--- config.mk ---
export PLATFORM = sky130hd
export DESIGN_NAME = uart_tx_fifo
export DESIGN_NICKNAME = d
export VERILOG_FILES = /design/src/rtl/uart_tx_fifo.sv
export SDC_FILE = /design/constraint.sdc
export NUM_CORES = 1
export LEC_CHECK = 0
export CAP_MARGIN = 5
export CORE_MARGIN = 4
export CORE_UTILIZATION = 59
export CTS_CLUSTER_DIAMETER = 150
export DETAILED_ROUTE_END_ITERATION = 10
export PLACE_DENSITY = 0.86
export RECOVER_POWER = 50
export SYNTH_ARGS = -nofsm -noshare
export SYNTH_HDL_FRONTEND = slang
export SYNTH_SLANG_ARGS = --single-unit
--- constraint.sdc ---
create_clock -name clk -period 2.5 [get_ports clk]
set_input_delay 0.5 -clock clk [delete_from_list [all_inputs] [get_ports clk]]
set_output_delay 0.5 -clock clk [all_outputs]
set_load 0.005 [all_outputs]
--- src/rtl/uart_tx_fifo.sv ---
// Transmit FIFO and dispatch FSM feeding the uart_tx serialiser.
// Optional low-watermark interrupt: define UART_TX_FIFO_THRESH_IRQ_EN.
module uart_tx_fifo #(
    parameter  int DEPTH     = 16,
    parameter  int DATA_BITS = 8,
    localparam int AW        = $clog2(DEPTH)
) (
    input  logic                 clk,
    input  logic                 rst,
    input  logic                 wr_en,
    input  logic [DATA_BITS-1:0] wr_data,
    input  logic                 flush,
    input  logic                 ovf_clr,
    input  logic                 tx_busy,
    output logic                 tx_en,
    output logic [DATA_BITS-1:0] tx_data,
    output logic                 full,
    output logic                 empty,
    output logic [AW:0]          level,
    output logic                 overflow,
    output logic                 active,
    input  logic [AW:0]          thresh,
    output logic                 irq
);

    localparam logic [AW:0] LVL_FULL = (AW+1)'(DEPTH);

    typedef enum logic [1:0] {
        S_IDLE,
        S_LAUNCH,
        S_WAIT_BUSY,
        S_WAIT_DONE
    } state_t;

    state_t                 r_state;
    state_t                 w_state_nxt;
    logic                   r_wait_cnt;
    logic                   w_wait_cnt_nxt;
    logic                   w_pop;
    logic                   w_push;
    logic                   w_ovf_set;
    logic                   w_tx_en;
    logic [AW:0]            w_level_nxt;

    logic [DATA_BITS-1:0]   r_mem [DEPTH];
    logic [AW-1:0]          r_wr_ptr;
    logic [AW-1:0]          r_rd_ptr;
    logic [AW:0]            r_level;
    logic                   r_full;
    logic                   r_empty;
    logic                   r_overflow;
    logic [DATA_BITS-1:0]   r_tx_data;

    assign w_push    = wr_en && !r_full && !flush;
    assign w_ovf_set = wr_en && r_full && !flush;

    always_comb begin
        w_state_nxt    = r_state;
        w_wait_cnt_nxt = r_wait_cnt;
        w_pop          = 1'b0;
        w_tx_en        = 1'b0;
        case (r_state)
            S_IDLE: begin
                if (!r_empty && !tx_busy) begin
                    w_pop       = 1'b1;
                    w_state_nxt = S_LAUNCH;
                end
            end
            S_LAUNCH: begin
                w_tx_en        = 1'b1;
                w_wait_cnt_nxt = 1'b0;
                w_state_nxt    = S_WAIT_BUSY;
            end
            S_WAIT_BUSY: begin
                // A serialiser that never raises busy within two cycles is treated as done.
                if (tx_busy) begin
                    w_state_nxt = S_WAIT_DONE;
                end else if (r_wait_cnt) begin
                    w_state_nxt = S_IDLE;
                end else begin
                    w_wait_cnt_nxt = 1'b1;
                end
            end
            S_WAIT_DONE: begin
                if (!tx_busy) begin
                    w_state_nxt = S_IDLE;
                end
            end
            default: w_state_nxt = S_IDLE;
        endcase
    end

    always_comb begin
        w_level_nxt = r_level;
        if (flush) begin
            w_level_nxt = '0;
        end else if (w_push && !w_pop) begin
            w_level_nxt = r_level + (AW+1)'(1);
        end else if (w_pop && !w_push) begin
            w_level_nxt = r_level - (AW+1)'(1);
        end
    end

    always_ff @(posedge clk) begin
        if (w_push) begin
            r_mem[r_wr_ptr] <= wr_data;
        end
    end

    always_ff @(posedge clk or posedge rst) begin
        if (rst) begin
            r_state    <= S_IDLE;
            r_wait_cnt <= 1'b0;
            r_wr_ptr   <= '0;
            r_rd_ptr   <= '0;
            r_level    <= '0;
            r_full     <= 1'b0;
            r_empty    <= 1'b1;
            r_overflow <= 1'b0;
            r_tx_data  <= '0;
        end else begin
            r_state    <= w_state_nxt;
            r_wait_cnt <= w_wait_cnt_nxt;
            r_level    <= w_level_nxt;
            r_full     <= (w_level_nxt == LVL_FULL);
            r_empty    <= (w_level_nxt == '0);
            // The popped byte is captured even when a flush lands on the same edge.
            if (w_pop) begin
                r_tx_data <= r_mem[r_rd_ptr];
            end
            if (flush) begin
                r_wr_ptr <= '0;
                r_rd_ptr <= '0;
            end else begin
                if (w_push) begin
                    r_wr_ptr <= r_wr_ptr + AW'(1);
                end
                if (w_pop) begin
                    r_rd_ptr <= r_rd_ptr + AW'(1);
                end
            end
            if (w_ovf_set) begin
                r_overflow <= 1'b1;
            end else if (ovf_clr) begin
                r_overflow <= 1'b0;
            end
        end
    end

`ifdef UART_TX_FIFO_THRESH_IRQ_EN
    logic r_irq;

    always_ff @(posedge clk or posedge rst) begin
        if (rst) begin
            r_irq <= 1'b0;
        end else begin
            r_irq <= (r_level <= thresh);
        end
    end

    assign irq = r_irq;
`else
    logic w_unused_thresh;

    assign w_unused_thresh = ^thresh;
    assign irq             = 1'b0;
`endif

    assign tx_en    = w_tx_en;
    assign tx_data  = r_tx_data;
    assign full     = r_full;
    assign empty    = r_empty;
    assign level    = r_level;
    assign overflow = r_overflow;
    assign active   = (r_state != S_IDLE);

endmodule
Word level (Yosys, flattened, before mapping):

Memories as Yosys holds them, arrays and structs flattened. A register that Yosys moved wholly into a read port is not among the register bits.
Index checks and enable logic that the tools add are counted.

* logic and storage cells: 64
* memories: 1
* bits of input ports: 19
* bits in registers: 19
* output and inout bits: 19
* bits in writable memories: 128

* reductions and logical operators: 22
* equal/unequal tests: 8
* $add $sub $neg: 4
* multiplexer cells: 21

Memory list
* r_mem: depth 16, bits a word 8, rd ports 1, clocked after memory_dff 1, write ports 1, line 45 `logic [DATA_BITS-1:0] r_mem [DEPTH];`

Operators by type and width (number)
* 4-bit two-way mux: 4
* 5-bit two-way mux: 3
* 2-bit nonzero test: 5
* 4-bit by 1-bit adder with 4-bit output (second input constant): 2
* 1-bit two-way mux: 8
* 2-bit two-way mux: 4
* 2-bit case mux with 4 select lines: 1
* 1-bit logical AND: 7
* 1-bit logical NOT: 6
* 2-bit inequality test (second input constant): 3
* 5-bit by 1-bit adder with 5-bit output (second input constant): 1
* 5-bit equality test (second input constant): 1
* 5-bit logical NOT: 1
* 5-bit by 1-bit subtractor with 5-bit output (second input constant): 1
* 2-bit equality test (second input constant): 2
* 3-bit inequality test (second input constant): 1
* 3-bit AND reduction: 1
* 2-bit by 1-bit equality test with 1-bit output (second input constant): 1
* 2-bit logical NOT: 1
* 1-bit case mux with 2 select lines: 1
* 2-bit AND reduction: 1

Longest topological paths before layout:

Gate-level depths: netlist of run 1.

* depth in word-level cells: 9
* mapped depth: 8
* gate-level depth less buffers: 8

Worst setup path after synthesis of run 1:

No wires, ideal clock.

* path kind: register -> register
* start: register r_state[1]
* end: register r_empty, in the netlist empty
* setup slack: 493 ps
* data required time: 2438 ps
* arrival time: 1945 ps
* buffers on the path: 0
* period minus slack after synthesis: 2007 ps
* cell stages (with the launch flop): 6
* setup time: 62 ps
* path through: dfrtp_1 > nor4_1 > nor2_1 > a22oi_1 > mux2i_1 > o2111a_1

* longest elaborated chain between the ends: 7
* elaborated cells between the ends (all ways): 9
* those cells by class: 4 x mux; 5 x reduce/logical

Ends and longest elaborated chain
* start, declared: line 35 `state_t r_state;`
* start signal, assigned: line 122 `r_state <= w_state_nxt;`
* 2-bit logical NOT (*): line 62 `case (r_state)`
* 1-bit two-way mux (*): line 62
* 1-bit logical AND or 1-bit logical NOT (tied branches): line 99, 97
* 5-bit two-way mux or 1-bit logical AND (tied branches): line 99, 97
* 5-bit two-way mux (*): line 97 `end else if (w_push && !w_pop) begin`
* 5-bit two-way mux (*): line 95 `if (flush) begin`
* 5-bit logical NOT (*): line 126 `r_empty <= (w_level_nxt == '0);`
* end signal, assigned: line 126
* end, declared: line 50 `logic r_empty;`

Every way passes the cells marked *; elsewhere a longest branch is shown, timed or not.
A chain may end at the register's enable or synchronous reset.

Final worst setup path of run 1:

* start: input wr_en
* end: memory r_mem[3][6], enable pin

* longest elaborated chain between the ends: 4

Ends and longest elaborated chain
* start, declared: line 10 `input logic wr_en,`
* 1-bit logical AND (2 in series): line 54 `assign w_push = wr_en && !r_full && !flush;`
* 1-bit two-way mux: line 105 `if (w_push) begin`
* 1-bit two-way mux (implied by the code): line 106 `r_mem[r_wr_ptr] <= wr_data;`
* end, declared: line 45

Every way passes these cells.

==> flow_summary_export.csv, run 1 <==
group,metric,value,unit
run_status,status,"finished, final reports clean",
clock_network,tritoncts,"done",
layout,diodes,0,
timing,setup_viol,0,
die,initial_core_util,60.6,%
logic_synthesis,synthXorXnorAreaFrac,1.12,%
layout,layout.cells.non_filler,586,
worst_setup_path,critPathTopFamily,"buffers and inverters",
logic_synthesis,synth_flop_cell,"edfxtp_1",
global_routing,antenna_found_initial,0,
timing,setup_tns,0,ps
routing,via_per_inst,5.89,
die,die_x,111,µm
worst_setup_path,cp_max_fo,9,
placement,place_inst,554,
clock_network,cts_made_buffers,17,
die,pin_count,38,
job,maxCapViolCount,0,
logic_synthesis,avgSynthCellArea,17.0,µm²
worst_setup_path,crit_required,2730,ps
routing,drt_iter0_drc,335,
placement,portBuffers,31,
clock_network,cts_root_buffer,"clkbuf_8",
logic_synthesis,synth_seq_area_share,72.2,%
worst_setup_path,worst-path-buf-inv,3,
power_and_ir_drop,power.share.switching,24.5,%
power_and_ir_drop,power.density,885,mW/mm²
placement,dpl.hpwl,8110,µm
clock_network,h-tree-depth,4,
power_and_ir_drop,p_leak,2.60,nW
clock_network,cts_buffer_depth,2,
timing,fin_hold_ws,495,ps
layout,multi_input_area,0.00163,mm²
timing,fin_crit_sh,90.3,%
die,die-area,0.0123,mm²
routing,drc,0,
power_and_ir_drop,power_frac_seq,46.2,%
logic_synthesis,ys_types,42,
layout,most-common-layout-cells,"128 x edfxtp_1, 33 x nor2_1, 30 x buf_4",
routing,firstDrtPassIters,4,
global_routing,grtUsageTotal,21.0,%
power_and_ir_drop,p_int,5.03,mW
die,coreArea,0.0103,mm²
layout,num-fill-cells,613,
logic_synthesis,synthAdderAreaFrac,1.40,%
die,rows,37,
layout,final_nets,463,
logic_synthesis,syn_nets,394,
global_routing,grt_overflow,0,
logic_synthesis,yosys.area_share.simple,6.22,%
logic_synthesis,synthArstFlopShare,17.4,%
clock_network,clk_latency,520,ps
logic_synthesis,ys_ff_latch,155,
routing,ant_nets,0,
routing,dr_total_vias,3451,
logic_synthesis,synth-compound-area-share,3.70,%
logic_synthesis,yosysWarnings,0,
worst_setup_path,cp.arrival,2490,ps
timing,period_needed,2260,ps
worst_setup_path,timing_worst_setup_path_type,"input port to flop",
min_path,hp-class,"flop to flop",
power_and_ir_drop,pwr-share-comb,15.8,%
layout,syn_to_final_growth,20.2,%
logic_synthesis,synth_edf_count,128,
timing,finClkSkew,8.31,ps
worst_setup_path,cp_cell_sequence,"dlygate4sd3_1 -> nor2b_1 -> clkbuf_1 -> nand2_1 -> nor2_1 -> buf_4",
clock_network,hold_buffers,0,
clock_network,cts_setup_buffers,0,
timing,rsz0062_at_grt,"no",
worst_setup_path,cpMaxStageDelayCell,"dlygate4sd3_1",
layout,drive_above_1_share,22.2,%
worst_setup_path,critical-path-max-stage-delay,570,ps
power_and_ir_drop,p_clk_share,38.0,%
worst_setup_path,start_kind,"input port",
clock_network,cts-resized-gates,0,
power_and_ir_drop,peakVddDrop,0.000567,V
timing,worst_slew_pin_slew,765,ps
timing,drv_slew,0,
logic_synthesis,synthMuxAreaShare,13.5,%
routing,wl_per_cell,20.9,µm
clock_network,clock_sinks,155,
logic_synthesis,synth_top_family_by_area,"multiplexers",
power_and_ir_drop,switchingPower,1.63,mW
logic_synthesis,synthCells,368,
layout,final_common_cell,"edfxtp_1",
global_routing,grt_max_degree,23,
worst_setup_path,cp-end-kind,"flop",
timing,fmax,0.443,GHz
clock_network,clkTransAtPathRegs,60,ps
global_routing,grt_pass1_wl,19400,µm
die,die_y,111,µm
logic_synthesis,syn_area,0.00626,mm²
layout,seqCellArea,0.00452,mm²
placement,place_congestion,0.801,
routing,drt_wl_total,12300,µm
timing,hold_viol_final,0,
timing,slew_headroom,48.9,%
power_and_ir_drop,p_total,6.66,mW
global_routing,grt_pass1_vias,3630,
routing by layer:
layer / global-route usage (%) / up-vias / share of wire [%]
met5: 0 / - / 0
met4: 9.69 / 0 / 2.8
met3: 5.13 / 24 / 6.0
met2: 35.1 / 116 / 53
met1: 25.9 / 1752 / 38
li1: - / 1559 / -
per-stage QoR:
step                      setup slack (ps)  instance area [µm²]  util, %
after floorplan                        493                 6260        -
after global placement                39.8                 6950     67.3
after detailed placement              3.37                 6950     67.3
after CTS                              269                 7550     73.1
after global routing                   152                 7520     72.9
final                                  242                 7520     72.9
flip-flops by register name, indices dropped and copies added (netlist names), 2 cells and up:
name and cells:
r_state 2, r_rd_ptr 4, r_wr_ptr 4, level 5, tx_data 8, r_mem 128
worst paths after layout:
| check | start | to | slack, ps | cells past startpoint |
|---|---|---|---|---|
| max in group asynchronous | rst | r_wr_ptr[3]$_DFFE_PP0P_ | 1240 | 3 |
| worst max register to register | r_state[1]$_DFFE_PP0P_ | full$_DFF_PP0_ | 350 | 6 |
| min in group asynchronous | rst | tx_data[5]$_DFFE_PP0P_ | 560 | 2 |
| worst min-delay path | tx_data[7]$_DFFE_PP0P_ | tx_data[7]$_DFFE_PP0P_ | 490 | 2 |
| worst max-delay path | wr_en | r_mem[3][6]$_DFFE_PP_ | 240 | 6 |
| worst min register to register | tx_data[7]$_DFFE_PP0P_ | tx_data[7]$_DFFE_PP0P_ | 490 | 2 |
final cells by class:
cell class / instances / share of cell area, %
Sequential cell: 155 / 60.1
Multi-Input combinational cell: 186 / 21.6
Timing Repair Buffer: 68 / 7.68
Clock buffer: 20 / 6.05
Tap cell: 136 / 2.26
Clock inverter: 12 / 1.83
Inverter: 9 / 0.449
power by group through the flow:
stage	Combinational [mW]	Clock [mW]	Sequential, mW
finish	1.05	2.53	3.08
global route	1.15	2.69	3.09
CTS	1.09	2.57	3.08
detailed placement	1.08	0	3.13
global placement	1.03	0	3.11
floorplan	0.606	0	3.10
tightest hold or removal path, cell delays in order, from the launching register on:
cell and delay [ps]:
dfrtp_1 350, nand2_1 50, o21ai_0 60
cells by family (layout without fill, tap and decap cells):
group           after synthesis  after routing
compound gates               36             36
xor+xnor                      8              8
fa+ha+maj                     7              7
buf+inv                      27            109
flops                       155            155
mux                          50             50
other cells                   1              1
simple gates                 84             84
cells in the mapped netlist, drive strengths merged, types with 2 or more instances:
master	instances	area share, %
nor3	4	0.32
mux2	5	0.90
nor4	2	0.20
nand4	2	0.20
ha	7	1.4
buf	6	0.50
xnor2	3	0.42
inv	9	0.54
nand2b	4	0.40
mux4	27	9.7
o21ai	13	1.0
o221ai	5	0.70
a21oi	5	0.40
xor2	5	0.70
edfxtp	128	61
clkbuf	12	0.72
mux2i	18	2.9
o22ai	6	0.60
nor2b	8	0.80
nor2	34	2.1
dfrtp	26	10
nand2	22	1.3
(Power assumes the default switching activity.)
==> inputs of run 2 (changes only) <==
ABC_AREA = 1   (was default)
CORE_ASPECT_RATIO = 0.6   (was default)
CORE_UTILIZATION = 50   (was 59)
PLACE_DENSITY = 0.76   (was 0.86)
==> run 2 against run 1 <==
  * Clock power fell by 7%
  * Worst hold slack got worse by 6.0 ps
  * Worst setup slack improved by 110 ps
  * Sequential cell count did not move
  * Wire length rose by 25%
  * Non-clock buffer count fell by 7
  * Fmax rose by 5.0%
  * Largest power group unchanged
==> flow_summary_export.csv, run 2 <==
group,metric,value,unit
run_status,status,"finished, final reports clean",
logic_synthesis,syn_nets,624,
timing,fin_hold_ws,489,ps
logic_synthesis,synthMuxAreaShare,0,%
timing,worst_slew_pin_slew,742,ps
logic_synthesis,avgSynthCellArea,11.0,µm²
clock_network,cts_root_buffer,"clkbuf_16",
logic_synthesis,yosys.cell_count.top_type,"nand2_1",
logic_synthesis,yosys.area.top_type_share,58.3,%
clock_network,clock_sinks,155,
logic_synthesis,synth_common_cells,"157 x nand2_1, 128 x edfxtp_1, 54 x nor2_1",
clock_network,clk_latency,420,ps
die,rows,32,
clock_network,cts_made_buffers,17,
layout,top_register,"r_mem",
logic_synthesis,synth_edf_count,128,
clock_network,h-tree-depth,4,
routing,firstDrtPassIters,5,
worst_setup_path,timing_worst_setup_path_type,"flop to output port",
timing,hold_viol_final,0,
logic_synthesis,synth_top_family_by_area,"simple AND/OR/NAND/NOR gates",
logic_synthesis,synth_top_cell_by_area,"edfxtp_1",
timing,fin_crit_sh,86.0,%
global_routing,grt_max_degree,36,
logic_synthesis,synthCells,598,
die,die_y,97.0,µm
layout,most-common-layout-cells,"157 x nand2_1, 128 x edfxtp_1, 54 x nor2_1",
timing,drv_slew,0,
timing,slew_headroom,50.4,%
layout,diodes,0,
timing,finClkSkew,6.94,ps
logic_synthesis,yosysWarnings,0,
logic_synthesis,ys_types,33,
routing,ant_nets,0,
logic_synthesis,syn_area,0.00660,mm²
logic_synthesis,yosys.area_share.simple,17.6,%
routing,wl_per_cell,18.3,µm
clock_network,hold_buffers,0,
clock_network,tritoncts,"done",
timing,period_needed,2150,ps
worst_setup_path,cp_max_fo,4,
layout,multi_input_area,0.00180,mm²
layout,largest_register_ffs,128,
global_routing,grtUsageTotal,21.1,%
global_routing,grt_pass1_wl,24100,µm
routing,drt_iter0_drc,582,
clock_network,cts-resized-gates,0,
routing,drc,0,
routing,dr_total_vias,4690,
worst_setup_path,cp-end-kind,"output port",
logic_synthesis,synth_flop_cell,"edfxtp_1",
worst_setup_path,start_kind,"flop",
die,pin_count,38,
power_and_ir_drop,power.density,883,mW/mm²
layout,syn_to_final_growth,17.5,%
logic_synthesis,yosys-top-cells-area,"edfxtp_1 58%, dfrtp_1 9.9%, nand2_1 8.9%",
routing,via_per_inst,5.62,
layout,final_common_cell,"nand2_1",
logic_synthesis,synthAdderAreaFrac,1.33,%
placement,place_congestion,0.871,
min_path,hp-class,"flop to flop",
global_routing,grt_overflow,0,
timing,rsz0062_at_grt,"no",
power_and_ir_drop,p_leak,2.97,nW
clock_network,cts_setup_buffers,0,
timing,setup_tns,0,ps
die,initial_core_util,51.2,%
logic_synthesis,synth_seq_area_share,68.5,%
logic_synthesis,synth-compound-area-share,8.14,%
logic_synthesis,synthXorXnorAreaFrac,0.266,%
placement,dpl.hpwl,10200,µm
clock_network,clkTransAtPathRegs,60,ps
layout,seqCellArea,0.00452,mm²
clock_network,cts_buffer_depth,2,
placement,portBuffers,31,
logic_synthesis,ys_ff_latch,155,
timing,fmax,0.465,GHz
die,coreArea,0.0129,mm²
logic_synthesis,synthArstFlopShare,17.4,%
layout,num-fill-cells,1024,
job,maxCapViolCount,0,
global_routing,grt_pass1_vias,4457,
layout,drive_above_1_share,10.4,%
power_and_ir_drop,peakVddDrop,0.000545,V
routing,drt_wl_total,15300,µm
timing,setup_viol,0,
layout,final_nets,678,
die,die-area,0.0152,mm²
die,die_x,156,µm
worst_setup_path,cp.arrival,1650,ps
global_routing,antenna_found_initial,0,
worst_setup_path,crit_required,2000,ps
run 2: path summary, 6_finish.rpt:
| kind | cells after the start | slack (ps) | end | from |
|---|---|---|---|---|
| setup reg to reg | 5 | 620 | tx_data[4]$_DFFE_PP0P_ | r_rd_ptr[2]$_DFFE_PP0P_ |
| max in group asynchronous | 3 | 1130 | tx_data[7]$_DFFE_PP0P_ | rst |
| min in group asynchronous | 2 | 580 | overflow$_DFFE_PP0P_ | rst |
| hold / removal | 2 | 490 | tx_data[6]$_DFFE_PP0P_ | tx_data[6]$_DFFE_PP0P_ |
| setup / recovery | 3 | 350 | tx_en | r_state[0]$_DFFE_PP0P_ |
| hold reg to reg | 2 | 490 | tx_data[6]$_DFFE_PP0P_ | tx_data[6]$_DFFE_PP0P_ |
run 2: layer usage:
metal / GRT usage [%] / vias to the layer above / wire [µm]
met5: 0 / - / 0
met4: 5.93 / 0 / 176
met3: 6.88 / 21 / 1660
met2: 29.7 / 232 / 6630
met1: 31.4 / 2264 / 6840
li1: - / 2173 / -
run 2: final cells by class:
class | count | share of cell area, %
inverters | 33 | 1.60
well taps | 170 | 2.74
clock buffers | 20 | 5.63
flip-flops and latches | 155 | 58.3
clock inverters | 12 | 1.28
repair buffers | 61 | 7.14
multi-input cells | 384 | 23.3
run 2: cells by family (layout without fill, tap and decap cells):
kind of cell	count (synthesis)	count (layout)
simple gates	277	277
flops	155	155
compound gates	97	97
buf+inv	59	126
fa+ha+maj	7	7
xor+xnor	2	2
other cells	1	1
run 2: report_power, final:
| group | internal [mW] | total, mW | switching [mW] | leakage [nW] |
|---|---|---|---|---|
| clock | 1.36 | 2.35 | 0.993 | 0.249 |
| sequential | 2.96 | 3.09 | 0.129 | 1.50 |
| combinational | 0.554 | 1.40 | 0.849 | 1.22 |
run 2: metrics by stage:
step	util [%]	power, mW	setup WS (ps)	std cells	instance area [µm²]
after floorplan	-	3.93	816	598	6600
after global placement	56.1	4.47	436	803	7230
after detailed placement	56.1	4.54	392	803	7230
after CTS	60.2	6.86	360	835	7760
after global routing	60.1	7.17	236	835	7750
final	60.1	6.84	349	835	7750
run 2: critical path, cell delays in order (launching register included):
cell             delay, ps
dfrtp_1                410
inv_1                  110
nor2_1                 170
clkdlybuf4s50_1        530
